$ cat src/rtl/serial_full_adder_if.sv
// serial_full_adder_if
//   Operand/result bundle for the bit-serial adder.
//   master : requester side (drives start, a, b, cin; sees busy, done, sum, cout)
//   slave  : adder side
//   start  - request, only honoured while the adder is idle
//   a, b   - WIDTH-bit operands, cin - initial carry
//   busy   - operation in progress
//   done   - one-cycle pulse, sum/cout valid
//   sum    - WIDTH-bit registered result, cout - registered final carry
interface serial_full_adder_if #(
    parameter int WIDTH = 8
);
    logic             start;
    logic [WIDTH-1:0] a;
    logic [WIDTH-1:0] b;
    logic             cin;
    logic             busy;
    logic             done;
    logic [WIDTH-1:0] sum;
    logic             cout;

    modport master (
        output start, a, b, cin,
        input  busy, done, sum, cout
    );

    modport slave (
        input  start, a, b, cin,
        output busy, done, sum, cout
    );
endinterface

$ cat src/rtl/serial_full_adder.sv
// serial_full_adder
//   Bit-serial WIDTH-bit adder: one full-adder cell plus a carry flop,
//   one bit pair per clock, LSB first. Operands load in parallel on an
//   accepted start; the result is returned in parallel with a done pulse.
//   clk - rising-edge clock
//   rst - asynchronous active-high reset
//   bus - serial_full_adder_if slave modport (start/a/b/cin in,
//         busy/done/sum/cout out)

// Single full-adder gate network; the only arithmetic between registers.
module fa_cell (
    input  logic a,
    input  logic b,
    input  logic ci,
    output logic s,
    output logic co
);
    logic x;

    assign x  = a ^ b;
    assign s  = x ^ ci;
    assign co = (a & b) | (ci & x);
endmodule

module serial_full_adder #(
    parameter int WIDTH = 8
) (
    input  logic                  clk,
    input  logic                  rst,
    serial_full_adder_if.slave    bus
);
    localparam int CNT_W = (WIDTH > 1) ? $clog2(WIDTH) : 1;
    localparam logic [CNT_W-1:0] LAST = CNT_W'(WIDTH - 1);

    typedef enum logic [1:0] {
        IDLE  = 2'd0,
        SHIFT = 2'd1,
        DONE  = 2'd2
    } state_t;

    state_t           state, state_nxt;
    logic [WIDTH-1:0] sa, sb, acc;
    logic             carry;
    logic [CNT_W-1:0] cnt;
    logic [WIDTH-1:0] sum_q;
    logic             cout_q;

    logic             bit_s, bit_c;
    logic             last;

    fa_cell u_fa (
        .a  (sa[0]),
        .b  (sb[0]),
        .ci (carry),
        .s  (bit_s),
        .co (bit_c)
    );

    assign last = (cnt == LAST);

    // State register
    always_ff @(posedge clk or posedge rst) begin
        if (rst) state <= IDLE;
        else     state <= state_nxt;
    end

    // Next-state decode
    always_comb begin
        state_nxt = state;
        case (state)
            IDLE:    if (bus.start) state_nxt = SHIFT;
            SHIFT:   if (last)      state_nxt = DONE;
            DONE:                   state_nxt = IDLE;
            default:                state_nxt = IDLE;
        endcase
    end

    // Datapath: operand shifters, accumulator, carry, bit counter, result
    always_ff @(posedge clk or posedge rst) begin
        if (rst) begin
            sa     <= '0;
            sb     <= '0;
            acc    <= '0;
            carry  <= 1'b0;
            cnt    <= '0;
            sum_q  <= '0;
            cout_q <= 1'b0;
        end else begin
            case (state)
                IDLE: begin
                    if (bus.start) begin
                        sa    <= bus.a;
                        sb    <= bus.b;
                        carry <= bus.cin;
                        cnt   <= '0;
                    end
                end
                SHIFT: begin
                    sa    <= {1'b0, sa[WIDTH-1:1]};
                    sb    <= {1'b0, sb[WIDTH-1:1]};
                    acc   <= {bit_s, acc[WIDTH-1:1]};
                    carry <= bit_c;
                    cnt   <= cnt + 1'b1;
                    // Last bit goes straight into the result, bypassing acc.
                    if (last) begin
                        sum_q  <= {bit_s, acc[WIDTH-1:1]};
                        cout_q <= bit_c;
                    end
                end
                default: ;
            endcase
        end
    end

    assign bus.busy = (state == SHIFT);
    assign bus.done = (state == DONE);
    assign bus.sum  = sum_q;
    assign bus.cout = cout_q;
endmodule

$ cat src/flat_wrapper.sv
// flat-port wrapper written by rule: the top's interface ports become plain ports
module serial_full_adder_flat 
#(
    parameter int WIDTH = 8
)
  (clk, rst, bus_start, bus_a, bus_b, bus_cin, bus_busy, bus_done, bus_sum, bus_cout);
  serial_full_adder_if #(.WIDTH(WIDTH)) bus_i ();
  input  logic clk;
  input  logic rst;
  input wire logic [$bits(bus_i.start)-1:0] bus_start;
  input wire logic [$bits(bus_i.a)-1:0] bus_a;
  input wire logic [$bits(bus_i.b)-1:0] bus_b;
  input wire logic [$bits(bus_i.cin)-1:0] bus_cin;
  output wire logic [$bits(bus_i.busy)-1:0] bus_busy;
  output wire logic [$bits(bus_i.done)-1:0] bus_done;
  output wire logic [$bits(bus_i.sum)-1:0] bus_sum;
  output wire logic [$bits(bus_i.cout)-1:0] bus_cout;
  assign bus_i.start = bus_start;
  assign bus_i.a = bus_a;
  assign bus_i.b = bus_b;
  assign bus_i.cin = bus_cin;
  assign bus_busy = bus_i.busy;
  assign bus_done = bus_i.done;
  assign bus_sum = bus_i.sum;
  assign bus_cout = bus_i.cout;
  serial_full_adder #(.WIDTH(WIDTH)) u_core (.clk(clk), .rst(rst), .bus(bus_i));
endmodule
$ cat config.mk
export PLATFORM = sky130hd
export DESIGN_NAME = serial_full_adder_flat
export DESIGN_NICKNAME = d
export VERILOG_FILES = /design/src/rtl/serial_full_adder_if.sv /design/src/rtl/serial_full_adder.sv /design/src/flat_wrapper.sv
export SDC_FILE = /design/constraint.sdc
export NUM_CORES = 1
export LEC_CHECK = 0
export CORE_ASPECT_RATIO = 0.7
export CORE_MARGIN = 2
export CORE_UTILIZATION = 50
export CTS_BUF_LIST = sky130_fd_sc_hd__clkbuf_4
export CTS_CLUSTER_DIAMETER = 120
export CTS_CLUSTER_SIZE = 30
export DETAILED_ROUTE_END_ITERATION = 16
export DONT_BUFFER_PORTS = 1
export PLACE_DENSITY = 0.63
export SYNTH_ARGS = -nofsm -noshare
export SYNTH_HDL_FRONTEND = slang
export SYNTH_SLANG_ARGS = --single-unit
$ cat constraint.sdc
create_clock -name clk -period 2 [get_ports clk]
set_input_delay 0.3 -clock clk [delete_from_list [all_inputs] [get_ports clk]]
set_output_delay 0.3 -clock clk [all_outputs]
set_load 0.02 [all_outputs]
* After elaboration in Yosys (flattened, before gate mapping) *
Cells that the tools add are included.

storage, ports and cells
  register bits = 39
  bits in latches = 0
  memory bits (writable) = 0
  memory bits (read-only) = 0
  input bits = 20
  output and inout bits = 11
  word-level logic and storage cells = 35
  memories = 0

cells by class
  $add $sub $neg = 1
  multipliers = 0
  div/mod/pow operators = 0
  order comparisons = 0
  equal/unequal tests = 5
  shift-type cells = 0
  multiplexer cells = 11
  bitwise operators = 5
  reduce and logical (&&, ||, !) cells = 5

operators by type and width
  operator                                                number
  case mux 8 bit (2 select lines)                         2
  two-way mux 8 bit                                       2
  case mux 3 bit (2 select lines)                         1
  AND reduction 2 bit                                     3
  two-way mux 2 bit                                       2
  case mux 2 bit (2 select lines)                         1
  adder 3 x 1 -> 3 bit (second input constant)            1
  == test 3 bit (second input constant)                   1
  two-way mux 3 bit                                       1
  AND 1 bit                                               2
  == test 2 x 1 -> 1 bit (second input constant)          1
  == test 2 bit (second input constant)                   1
  zero test 2 bit                                         1
  inequality test 2 x 1 -> 1 bit (second input constant)  1
  inequality test 2 bit (second input constant)           1
  case mux 1 bit (2 select lines)                         1
  nonzero test 2 bit                                      1
  XOR 1 bit                                               2
  two-way mux 1 bit                                       1
  OR 1 bit                                                1

* Depth between registers and ports, before layout *
Gate-level depths: netlist (run 1).

  depth after elaboration = 4
  gate-level depth with buffers = 5
  gate-level depth less buffers = 4

* Cells and area by module *
A second synthesis (run 1) with hierarchy kept.

second synthesis, totals
  cell total of the unflattened synthesis = 142
  area, all modules = 1791.7 um^2

modules (own cells, without submodules)
  module             instances  cells each  area each (um^2)  sequential area each (um^2)
  serial_full_adder  1          141         1771.7            950.9
  fa_cell            1          1           20.0              0.0

* Worst setup path after synthesis (run 1) *
OpenSTA, ideal clock, no wires.

  path type = register -> register
  start point = register u_core.cnt[0]
  end point = register u_core.cout_q (netlist: u_core.bus.cout)
  library setup time = 0.128 ns
  arrival = 1.290 ns
  data required time = 1.872 ns
  path slack = 0.583 ns
  cell stages (with the launch flop) = 6
  path buffers = 1
  clock period less this slack = 1.417 ns
  cell sequence = dfrtp_1 ha_1 ha_1 nand3b_4 buf_6 mux2_1

on the way
  word-level cells in the longest chain between the ends = 2

RTL lines
  item                           line                      text
  start, declared                serial_full_adder.sv:44   logic [CNT_W-1:0] cnt;
  start signal, assigned         serial_full_adder.sv:103  cnt <= cnt + 1'b1;
  == test 3 bit                  serial_full_adder.sv:59   assign last = (cnt == LAST);
  AND reduction 2 bit (no line)  --
  end signal, assigned           serial_full_adder.sv:107  cout_q <= bit_c;
  end, declared                  serial_full_adder.sv:46   logic cout_q;

No other way between the ends.
A chain may end at the register's enable or synchronous reset.

* Final worst setup path (run 1) *
  start point = register u_core.state[0]
  end point = output port bus_done

on the way
  word-level cells in the longest chain between the ends = 1

RTL lines
  item                    line                      text
  start, declared         serial_full_adder.sv:41   state_t state, state_nxt;
  start signal, assigned  serial_full_adder.sv:64   else state <= state_nxt;
  == test 2 bit           serial_full_adder.sv:116  assign bus.done = (state == DONE);
  end, declared           flat_wrapper.sv:15        output wire logic [$bits(bus_i.done)-1:0] bus_done;

No other way between the ends.

==> results of run 1 <==
-- through the flow --
step / hold WS, ps / total power [W] / setup WS, ps / utilization [%]
after CTS: 69.5 / 0.00295 / 161 / 53.7
after global routing: 59.9 / 0.00315 / 103 / 53.7
after global placement: 328 / 0.00250 / 550 / 51.8
after detailed placement: 340 / 0.00256 / 516 / 51.8
final: 82.5 / 0.00291 / 172 / 53.7
after floorplan: 433 / 0.00239 / 583 / -
-- critical path, delay by kind of cell, from the launching register on --
kind | cells | cell delay, ps
simple gates | 1 | 350
flops | 1 | 550
buf+inv | 1 | 290
-- cell usage after synthesis --
cell      number
nor3b_1        1
ha_1           2
mux2i_1        1
o221a_2        1
nand3b_4       1
a21oi_1        1
mux2_1        15
fa_1           1
nand2b_1       2
a221oi_2       8
inv_4          1
inv_1         16
nor2_1         5
a22o_1         4
a221oi_1       6
o21bai_4       1
or4b_1         1
nor2b_1        1
mux2_2         1
o21ba_2        1
nor4b_1       14
buf_2          6
nand2b_4       1
buf_6          4
buf_4          1
dfrtp_1       38
-- final cells by class --
class                           count  share of cell area (%)
Clock buffer                        6                    2.40
Multi-Input combinational cell     68                    37.3
Tap cell                           50                    3.34
Inverter                           17                    3.54
Clock inverter                      2                   0.468
Sequential cell                    38                    50.8
Timing Repair Buffer                5                    2.14
-- layer usage --
metal | vias up | GRT usage [%]
li1 | 490 | -
met1 | 538 | 24.5
met2 | 24 | 25.7
met3 | 7 | 6.37
met4 | 0 | 8.77
met5 | - | 0
-- registers in the layout, summed over array words and instances (netlist names) --
signal	flops
u_core.carry	1
u_core.bus.cout	1
u_core.bus.sum	8
u_core.cnt	3
u_core.state	2
u_core.sb	8
u_core.sa	8
u_core.acc	7
-- path summary, 6_finish.rpt --
| kind | cells after the start | end | slack [ps] | startpoint |
|---|---|---|---|---|
| worst min register to register | 1 | u_core.bus.sum[0]$_DFFE_PP0P_ | 490 | u_core.acc[1]$_DFFE_PP0P_ |
| worst min-delay path | 1 | u_core.sa[7]$_DFFE_PP0P_ | 80 | bus_a[7] |
| worst max-delay path | 2 | bus_done | 170 | u_core.state[0]$_DFFE_PP0P_ |
| worst max register to register | 3 | u_core.acc[2]$_DFFE_PP0P_ | 510 | u_core.state[0]$_DFFE_PP0P_ |
| max in group asynchronous | 3 | u_core.sa[0]$_DFFE_PP0P_ | 1160 | rst |
| min in group asynchronous | 3 | u_core.bus.sum[7]$_DFFE_PP0P_ | 510 | rst |
-- power breakdown --
group	total (W)	switching [W]	internal, W	leakage, nW
clock network	0.000385	0.000239	0.000146	0.0331
logic	0.00106	0.000542	0.000517	0.326
registers	0.00147	0.000338	0.00113	0.442
-- cells by family (layout without fill, tap and decap cells) --
kind of cell,after synthesis,count (layout)
flops,38,38
buf+inv,28,30
simple gates,26,26
compound gates,22,22
mux,17,17
fa+ha+maj,3,3
==> impl_metrics.json, run 1 <==
{
  "viasPerCell": 5.69,
  "initial_core_util_pct": 51.5,
  "avgSynthCellArea_sq_um": 13.4,
  "drv_slew": 0,
  "worstPathMaxFanout": 21,
  "ff_latch_area_sq_um": 951,
  "place_area_sq_um": 1810,
  "worst_pin_slew_ps": 575,
  "gp_congestion": 0.757,
  "hold_violations": 0,
  "crit_path_top_delay_cell": "dfrtp_1",
  "fin_crit_sh_pct": 91.4,
  "syn_nets": 157,
  "cts_buffers": 5,
  "syn_to_final_growth_pct": 4.10,
  "seq_area_frac_synth_pct": 52.9,
  "wl_met1_um": 1570,
  "dieArea_sq_um": 4100,
  "yosys.area.top_type": "dfrtp_1",
  "grt_pass1_vias": 1091,
  "final_cell_mix": "38 x dfrtp_1, 16 x inv_1, 15 x mux2_1",
  "place_hpwl_um": 2110,
  "outcome": "completed",
  "syn_inst": 134,
  "stdcell_area_sq_um": 1870,
  "synth-simple-area-share_pct": 11.8,
  "cts_tree": "built",
  "netlist_area_sq_um": 1800,
  "synthAdderAreaFrac_pct": 2.50,
  "ys_warn_count": 0,
  "n_fill_cell": 324,
  "rsz0062_at_grt": "no",
  "yosysTopAreaCellShare_pct": 52.9,
  "wl_met2_um": 1330,
  "clk_latency_ps": 340,
  "core_area_sq_um": 3490,
  "max-slew-margin-rel_pct": 61.5,
  "synth_top_family_by_area": "compound AO/OA/AOI/OAI gates",
  "die_height_um": 54.2,
  "layout_commonest_cell": "dfrtp_1",
  "io_buffers": 0,
  "max-vdd-ir-drop_mv": 0.637,
  "diodes": 0,
  "period_minus_slack_ps": 1830,
  "p_per_area_nw_per_um2": 1560,
  "layout.nets": 158,
  "antenna_found_initial": 0,
  "vias": 1059,
  "synth.ff_latch_count": 38,
  "wl_per_cell_um": 16.9,
  "synth_area_leaders": "dfrtp_1 53%, mux2_1 9.4%, nor4b_1 6.8%, a221oi_2 6.7%, inv_1 3.3%",
  "max_stage_delay_ps": 550,
  "multi_input_area_sq_um": 699,
  "first_iter_violations": 49,
  "num_rows": 18,
  "cts_setup_buffers": 0,
  "crit_required_ps": 1700,
  "drive_gt1_share_pct": 19.1,
  "grt_pass1_wl_um": 5260,
  "h-tree-depth": 2,
  "ctsResizeCount": 0,
  "worstSetupEndpointType": "primary output",
  "setup_viol": 0,
  "clkTransAtPathRegs_ps": 110,
  "wl_met3_um": 187,
  "root_buffer": "clkbuf_4",
  "dp_cells": 177,
  "top_layer_used": "met4",
  "ant_nets": 0,
  "synth_cell_types": 26,
  "grt.overflow.total": 0,
  "path_class": "reg2out",
  "max_cap_violations": 0,
  "start_kind": "flop",
  "fmax_mhz": 547,
  "min_path_type": "in2reg",
  "cp.arrival_ps": 1530,
  "route.detailed.drc": 0,
  "synthMuxAreaShare_pct": 10.6,
  "path_cells": "buf_4 -> nor2b_1",
  "fp.dieW_um": 75.7,
  "synth_xor_area_share_pct": 0,
  "clkSinkCount": 38,
  "track_usage_pct": 18.0,
  "skew_ps": 8.88,
  "cts_buffer_depth": 2,
  "dr.pass1.iters": 4,
  "leakage_nw": 0.801,
  "drt_wl_total_um": 3150,
  "final-instance-count-excl-fill": 186,
  "ctsHoldBuffers": 1,
  "ios": 31,
  "setup_tns_ps": 0,
  "synth-compound-area-share_pct": 14.0,
  "grt_max_degree": 39
}
No activity file was read; power rests on OpenSTA's default activity.
==> run 2: changes to the inputs <==
--- a/config.mk
+++ b/config.mk
@@ -16,4 +16,5 @@
 export PLACE_DENSITY = 0.63
 export SYNTH_ARGS = -nofsm -noshare
 export SYNTH_HDL_FRONTEND = slang
+export SYNTH_HIERARCHICAL = 1
 export SYNTH_SLANG_ARGS = --single-unit
==> impl_metrics.json, run 2 <==
{
  "outcome": "completed",
  "setup_tns_ps": 0,
  "clk_latency_ps": 340,
  "diodes": 0,
  "cts_tree": "built",
  "wl_met2_um": 1380,
  "vias": 1081,
  "avgSynthCellArea_sq_um": 12.6,
  "root_buffer": "clkbuf_4",
  "p_per_area_nw_per_um2": 1550,
  "place_hpwl_um": 2070,
  "leakage_nw": 0.815,
  "hold_violations": 0,
  "core_area_sq_um": 3470,
  "antenna_found_initial": 0,
  "seq_area_frac_synth_pct": 53.1,
  "cts_buffer_depth": 2,
  "clkTransAtPathRegs_ps": 110,
  "fmax_mhz": 555,
  "clkSinkCount": 38,
  "crit_path_top_delay_cell": "dfrtp_2",
  "ys.flop_type": "dfrtp_1",
  "num_rows": 18,
  "wl_per_cell_um": 16.0,
  "wl_met3_um": 201,
  "synth_area_leaders": "dfrtp_1 53%, mux2_1 8.2%, nor4b_1 7.3%, nor3b_1 5.4%, a211oi_1 5.0%",
  "n_fill_cell": 318,
  "dieArea_sq_um": 4090,
  "crit_required_ps": 1700,
  "yosysTopAreaCellShare_pct": 53.1,
  "start_kind": "flop",
  "track_usage_pct": 17.2,
  "rsz0062_at_grt": "no",
  "ys_warn_count": 6,
  "setup_viol": 0,
  "gp_congestion": 0.670,
  "cp.arrival_ps": 1500,
  "dp_cells": 185,
  "worstPathMaxFanout": 14,
  "final-instance-count-excl-fill": 194,
  "layout_commonest_cell": "dfrtp_1",
  "yosys.area.top_type": "dfrtp_1",
  "initial_core_util_pct": 51.7,
  "ff2ff_setup_slack_ps": 360,
  "min_path_type": "in2reg",
  "path_cells": "nor2b_4 -> buf_4",
  "drv_slew": 0,
  "top_layer_used": "met4",
  "skew_ps": 10.2,
  "h-tree-depth": 2,
  "grt.overflow.total": 0,
  "viasPerCell": 5.57,
  "worstSetupEndpointType": "primary output",
  "drt_wl_total_um": 3100,
  "cts_buffers": 5,
  "die_height_um": 54.1,
  "route.detailed.drc": 0,
  "yosys-top-cells-count": "38 x dfrtp_1, 17 x inv_1, 15 x nor4b_1, 13 x mux2_1, 13 x nor3b_1",
  "worst_pin_slew_ps": 487,
  "drive_gt1_share_pct": 15.3,
  "grt_max_degree": 39,
  "critPathLaunch": "u_core/state[1]$_DFFE_PP0P_",
  "first_iter_violations": 58,
  "max-vdd-ir-drop_mv": 0.694,
  "grt_pass1_vias": 1104,
  "stdcell_area_sq_um": 1900,
  "syn_to_final_growth_pct": 6.01,
  "synth_cell_types": 21,
  "cts_setup_buffers": 0,
  "grt_pass1_wl_um": 5050,
  "syn_inst": 142,
  "place_area_sq_um": 1830,
  "layout.nets": 166,
  "period_minus_slack_ps": 1800,
  "r2r_cells": 4,
  "dr.pass1.iters": 4,
  "endpoint": "bus_busy",
  "netlist_area_sq_um": 1790,
  "wl_met1_um": 1470,
  "yosysMostFrequentCell": "dfrtp_1",
  "timing.rr.end": "u_core/bus.cout$_DFFE_PP0P_",
  "ios": 31,
  "max_cap_violations": 0,
  "syn_nets": 165,
  "fp.dieW_um": 75.6,
  "io_buffers": 0,
  "synth-edff-count": 0,
  "fin_crit_sh_pct": 90.2,
  "synth.ff_latch_count": 38,
  "final_cell_mix": "37 x dfrtp_1, 17 x inv_1, 15 x nor4b_1",
  "r2r-start": "u_core/cnt[0]$_DFFE_PP0P_",
  "async_flop_share_pct": 100,
  "ant_nets": 0,
  "max_stage_delay_ps": 530,
  "path_class": "reg2out",
  "max-slew-margin-rel_pct": 67.5
}
## run 2: worst max-delay path: cells and delay by family, from the launching register on
kind          cells  cell delay [ps]
flops             1              530
simple gates      1              410
buf+inv           1              220
## run 2: cell families after synthesis
logic type | synth area share, %
DFF | 53.1
and+or+nand+nor | 15.0
buffers and inverters | 7.89
AOI/OAI and AO/OA | 10.2
muxes | 11.3
adders and majority gates | 2.51
## run 2: worst min path at each step
stage | startpoint | end | slack (ps) | depth (start not counted)
global placement | rst | u_core/acc[1]$_DFFE_PP0P_ | 330 | 2
detailed placement | rst | u_core/acc[1]$_DFFE_PP0P_ | 340 | 2
CTS | bus_a[7] | u_core/sa[7]$_DFFE_PP0P_ | 70 | 1
global route | bus_b[7] | u_core/sb[7]$_DFFE_PP0P_ | 60 | 1
floorplan | bus_a[7] | u_core/sa[7]$_DFFE_PP0P_ | 430 | 1
finish | bus_a[7] | u_core/sa[7]$_DFFE_PP0P_ | 90 | 1
## run 2: metrics by stage
step / utilization [%] / hold slack [ps] / setup WS [ps] / total power [W]
finish: 54.8 / 86.9 / 197 / 0.00295
global route: 54.8 / 61.9 / 95.7 / 0.00319
CTS: 54.7 / 74.7 / 71.7 / 0.00299
detailed placement: 52.9 / 337 / 304 / 0.00259
global placement: 52.9 / 330 / 378 / 0.00254
floorplan: - / 433 / 547 / 0.00240
## run 2: report_power, final
group          internal [W]  switching, W
Sequential          0.00114      0.000351
Combinational      0.000570      0.000506
Clock              0.000146      0.000240
## run 2: what timing repair did
item	4_1_cts	5_1_grt
setup endpoints to repair	0	2
resized for setup	0	1
endpoints found under the hold margin	38	0
hold buffers	1	0
## run 2: area by class of cell
type                            instances  area (sq um)  area share [%]
Clock buffer                            6          45.0            2.37
Clock inverter                          2          8.76           0.461
Inverter                               17          63.8            3.36
Multi-Input combinational cell         74           699            36.8
Sequential cell                        38           952            50.1
Tap cell                               50          62.6            3.29
Timing Repair Buffer                    7          67.6            3.56
## run 2: per-layer routing
layer  vias to the layer above  track usage, %
met5                         -               0
li1                        513               -
met1                       542            23.2
met4                         0            7.02
met2                        20            24.1
met3                         6            8.05
==> run 3: changes to the inputs <==
--- a/config.mk
+++ b/config.mk
@@ -5,7 +5,7 @@
 export SDC_FILE = /design/constraint.sdc
 export NUM_CORES = 1
 export LEC_CHECK = 0
-export CORE_ASPECT_RATIO = 0.7
+export ABC_AREA = 1
 export CORE_MARGIN = 2
 export CORE_UTILIZATION = 50
 export CTS_BUF_LIST = sky130_fd_sc_hd__clkbuf_4
@@ -13,7 +13,7 @@
 export CTS_CLUSTER_SIZE = 30
 export DETAILED_ROUTE_END_ITERATION = 16
 export DONT_BUFFER_PORTS = 1
-export PLACE_DENSITY = 0.63
+export PLACE_DENSITY_LB_ADDON = 0.3
 export SYNTH_ARGS = -nofsm -noshare
 export SYNTH_HDL_FRONTEND = slang
 export SYNTH_HIERARCHICAL = 1
==> impl_metrics.json, run 3 <==
{
  "outcome": "completed",
  "max-vdd-ir-drop_mv": 0.607,
  "hold_end": "u_core/sb[7]$_DFFE_PP0P_",
  "grt_pass1_wl_um": 5950,
  "diodes": 0,
  "max-slew-margin-rel_pct": 65.8,
  "setup_tns_ps": 0,
  "switching_share_pct": 43.4,
  "gp_congestion": 0.787,
  "worst_pin_slew_ps": 512,
  "track_usage_pct": 18.9,
  "fin_util_pct": 53.6,
  "clk_latency_ps": 340,
  "pwr-share-clk_pct": 12.5,
  "synth_area_leaders": "dfrtp_1 51%, nand2_1 15%, inv_1 8.5%, nand3_1 8.4%, o21ai_2 3.8%",
  "route.detailed.drc": 0,
  "avgSynthCellArea_sq_um": 8.31,
  "seq_area_frac_synth_pct": 51.3,
  "syn_nets": 246,
  "yosys.area.top_type": "dfrtp_1",
  "die_height_um": 64.9,
  "place_ws_ps": 590,
  "rsz0062_at_grt": "no",
  "p_seq_share_pct": 47.3,
  "cp.arrival_ps": 1390,
  "syn_inst": 223,
  "core_area_sq_um": 3610,
  "worstSetupEndpointType": "primary output",
  "internal_power_w": 0.00174,
  "worstPathMaxFanout": 19,
  "final-instance-count-excl-fill": 275,
  "first_iter_violations": 131,
  "cts_buffer_depth": 2,
  "timing.rr.end": "u_core/sb[7]$_DFFE_PP0P_",
  "cts_buffers": 5,
  "fmax_mhz": 591,
  "wl_per_cell_um": 11.8,
  "grt_pass1_vias": 1305,
  "min_path_cells": 2,
  "yosysMostFrequentCell": "nand2_1",
  "num_rows": 22,
  "yosys-top-cells-count": "72 x nand2_1, 42 x inv_1, 38 x dfrtp_1, 31 x nand3_1, 10 x o21ai_0",
  "place_hpwl_um": 2250,
  "switchingPower_w": 0.00134,
  "initial_core_util_pct": 51.4,
  "async_flop_share_pct": 100,
  "vias": 1349,
  "ys_warn_count": 6,
  "drt_wl_total_um": 3240,
  "synth.ff_latch_count": 38,
  "netlist_area_sq_um": 1850,
  "max_cap_violations": 0,
  "ys.flop_type": "dfrtp_1",
  "period_minus_slack_ps": 1690,
  "min_path_type": "in2reg",
  "finalWorstSetupSlack_ps": 308,
  "fin_crit_sh_pct": 84.6,
  "root_buffer": "clkbuf_4",
  "layout.nets": 249,
  "ios": 31,
  "synth-edff-count": 0,
  "dieArea_sq_um": 4210,
  "h-tree-depth": 2,
  "fp.dieW_um": 64.9,
  "io_buffers": 0,
  "drv_slew": 0,
  "antenna_found_initial": 0,
  "syn_to_final_growth_pct": 4.39,
  "hold_violations": 0,
  "p_per_area_nw_per_um2": 1590,
  "comb_power_share_pct": 40.1,
  "dp_cells": 266,
  "grt_max_degree": 39,
  "viasPerCell": 4.91,
  "cts_tree": "built",
  "skew_ps": 9.16,
  "drive_gt1_share_pct": 11.9,
  "path_class": "reg2out",
  "start_kind": "flop",
  "final_cell_mix": "72 x nand2_1, 42 x inv_1, 38 x dfrtp_1",
  "leakage_nw": 1.08,
  "clkSinkCount": 38,
  "min-delay-start": "bus_b[7]",
  "r2r-start": "u_core/state[0]$_DFFE_PP0P_",
  "ff2ff_setup_slack_ps": 560,
  "synth_cell_types": 18,
  "yosysTopAreaCellShare_pct": 51.3,
  "cts_setup_buffers": 0,
  "setup_viol": 0,
  "layout_commonest_cell": "nand2_1",
  "grt.overflow.total": 0,
  "power_w": 0.00308,
  "crit_required_ps": 1700,
  "clkTransAtPathRegs_ps": 100,
  "dr.pass1.iters": 4,
  "r2r_cells": 4,
  "ant_nets": 0
}
-- run 3: worst max-delay path by stage --
| stage | endpoint | slack (ps) | startpoint |
|---|---|---|---|
| 2_1_floorplan | bus_done | 680 | u_core/state[1]$_DFFE_PP0P_ |
| 3_3_place_gp | u_core/sb[7]$_DFFE_PP0P_ | 620 | u_core/state[0]$_DFFE_PP0P_ |
| 3_5_place_dp | u_core/sb[7]$_DFFE_PP0P_ | 590 | u_core/state[0]$_DFFE_PP0P_ |
| 4_1_cts | bus_done | 280 | u_core/state[0]$_DFFE_PP0P_ |
| 5_1_grt | bus_done | 180 | u_core/state[0]$_DFFE_PP0P_ |
| 6_report | bus_done | 310 | u_core/state[1]$_DFFE_PP0P_ |
-- run 3: layout make-up --
class	instances	area (sq um)
Fill cell	359	1670
Sequential cell	38	951
Multi-Input combinational cell	132	658
Inverter	43	164
Tap cell	48	60.1
Timing Repair Buffer	6	47.5
Clock buffer	6	45.0
Clock inverter	2	8.76
-- run 3: critical path, stage by stage, from the launching register on --
cell	delay, ps
dfrtp_1	440
inv_1	80
buf_4	210
nor2_1	330
-- run 3: power groups by stage --
stage                     clock, W  sequential, W  combinational, W
after CTS                 0.000408        0.00146           0.00125
final                     0.000386        0.00146           0.00123
after detailed placement         0        0.00147           0.00126
after global routing      0.000437        0.00151           0.00148
after floorplan                  0        0.00140           0.00109
after global placement           0        0.00147           0.00122
-- run 3: cells by family (layout without fill, tap and decap cells) --
family / after synthesis / count (layout) / synth area share, %
simple gates: 109 / 109 / 25.3
flops: 38 / 38 / 51.3
buf+inv: 53 / 57 / 13.2
compound gates: 20 / 20 / 7.83
fa+ha+maj: 3 / 3 / 2.43
-- run 3: layer usage --
| metal | track usage [%] | vias to the layer above | wire length, um |
|---|---|---|---|
| met2 | 27.6 | 32 | 1430 |
| met1 | 25.1 | 628 | 1580 |
| met3 | 7.64 | 4 | 191 |
| li1 | - | 685 | - |
| met5 | 0 | - | 0 |
| met4 | 6.91 | 0 | 41 |
-- run 3: timing repair --
action / CTS / global route
hold endpoints to repair: 38 / 0
hold buffers: 1 / 0
gates resized for setup: 0 / 0
-- run 3: stage by stage --
step | hold slack [ps] | area (sq um)
6_report | 120 | 1930
3_5_place_dp | 333 | 1870
2_1_floorplan | 442 | 1850
4_1_cts | 102 | 1930
5_1_grt | 104 | 1930
3_3_place_gp | 337 | 1870
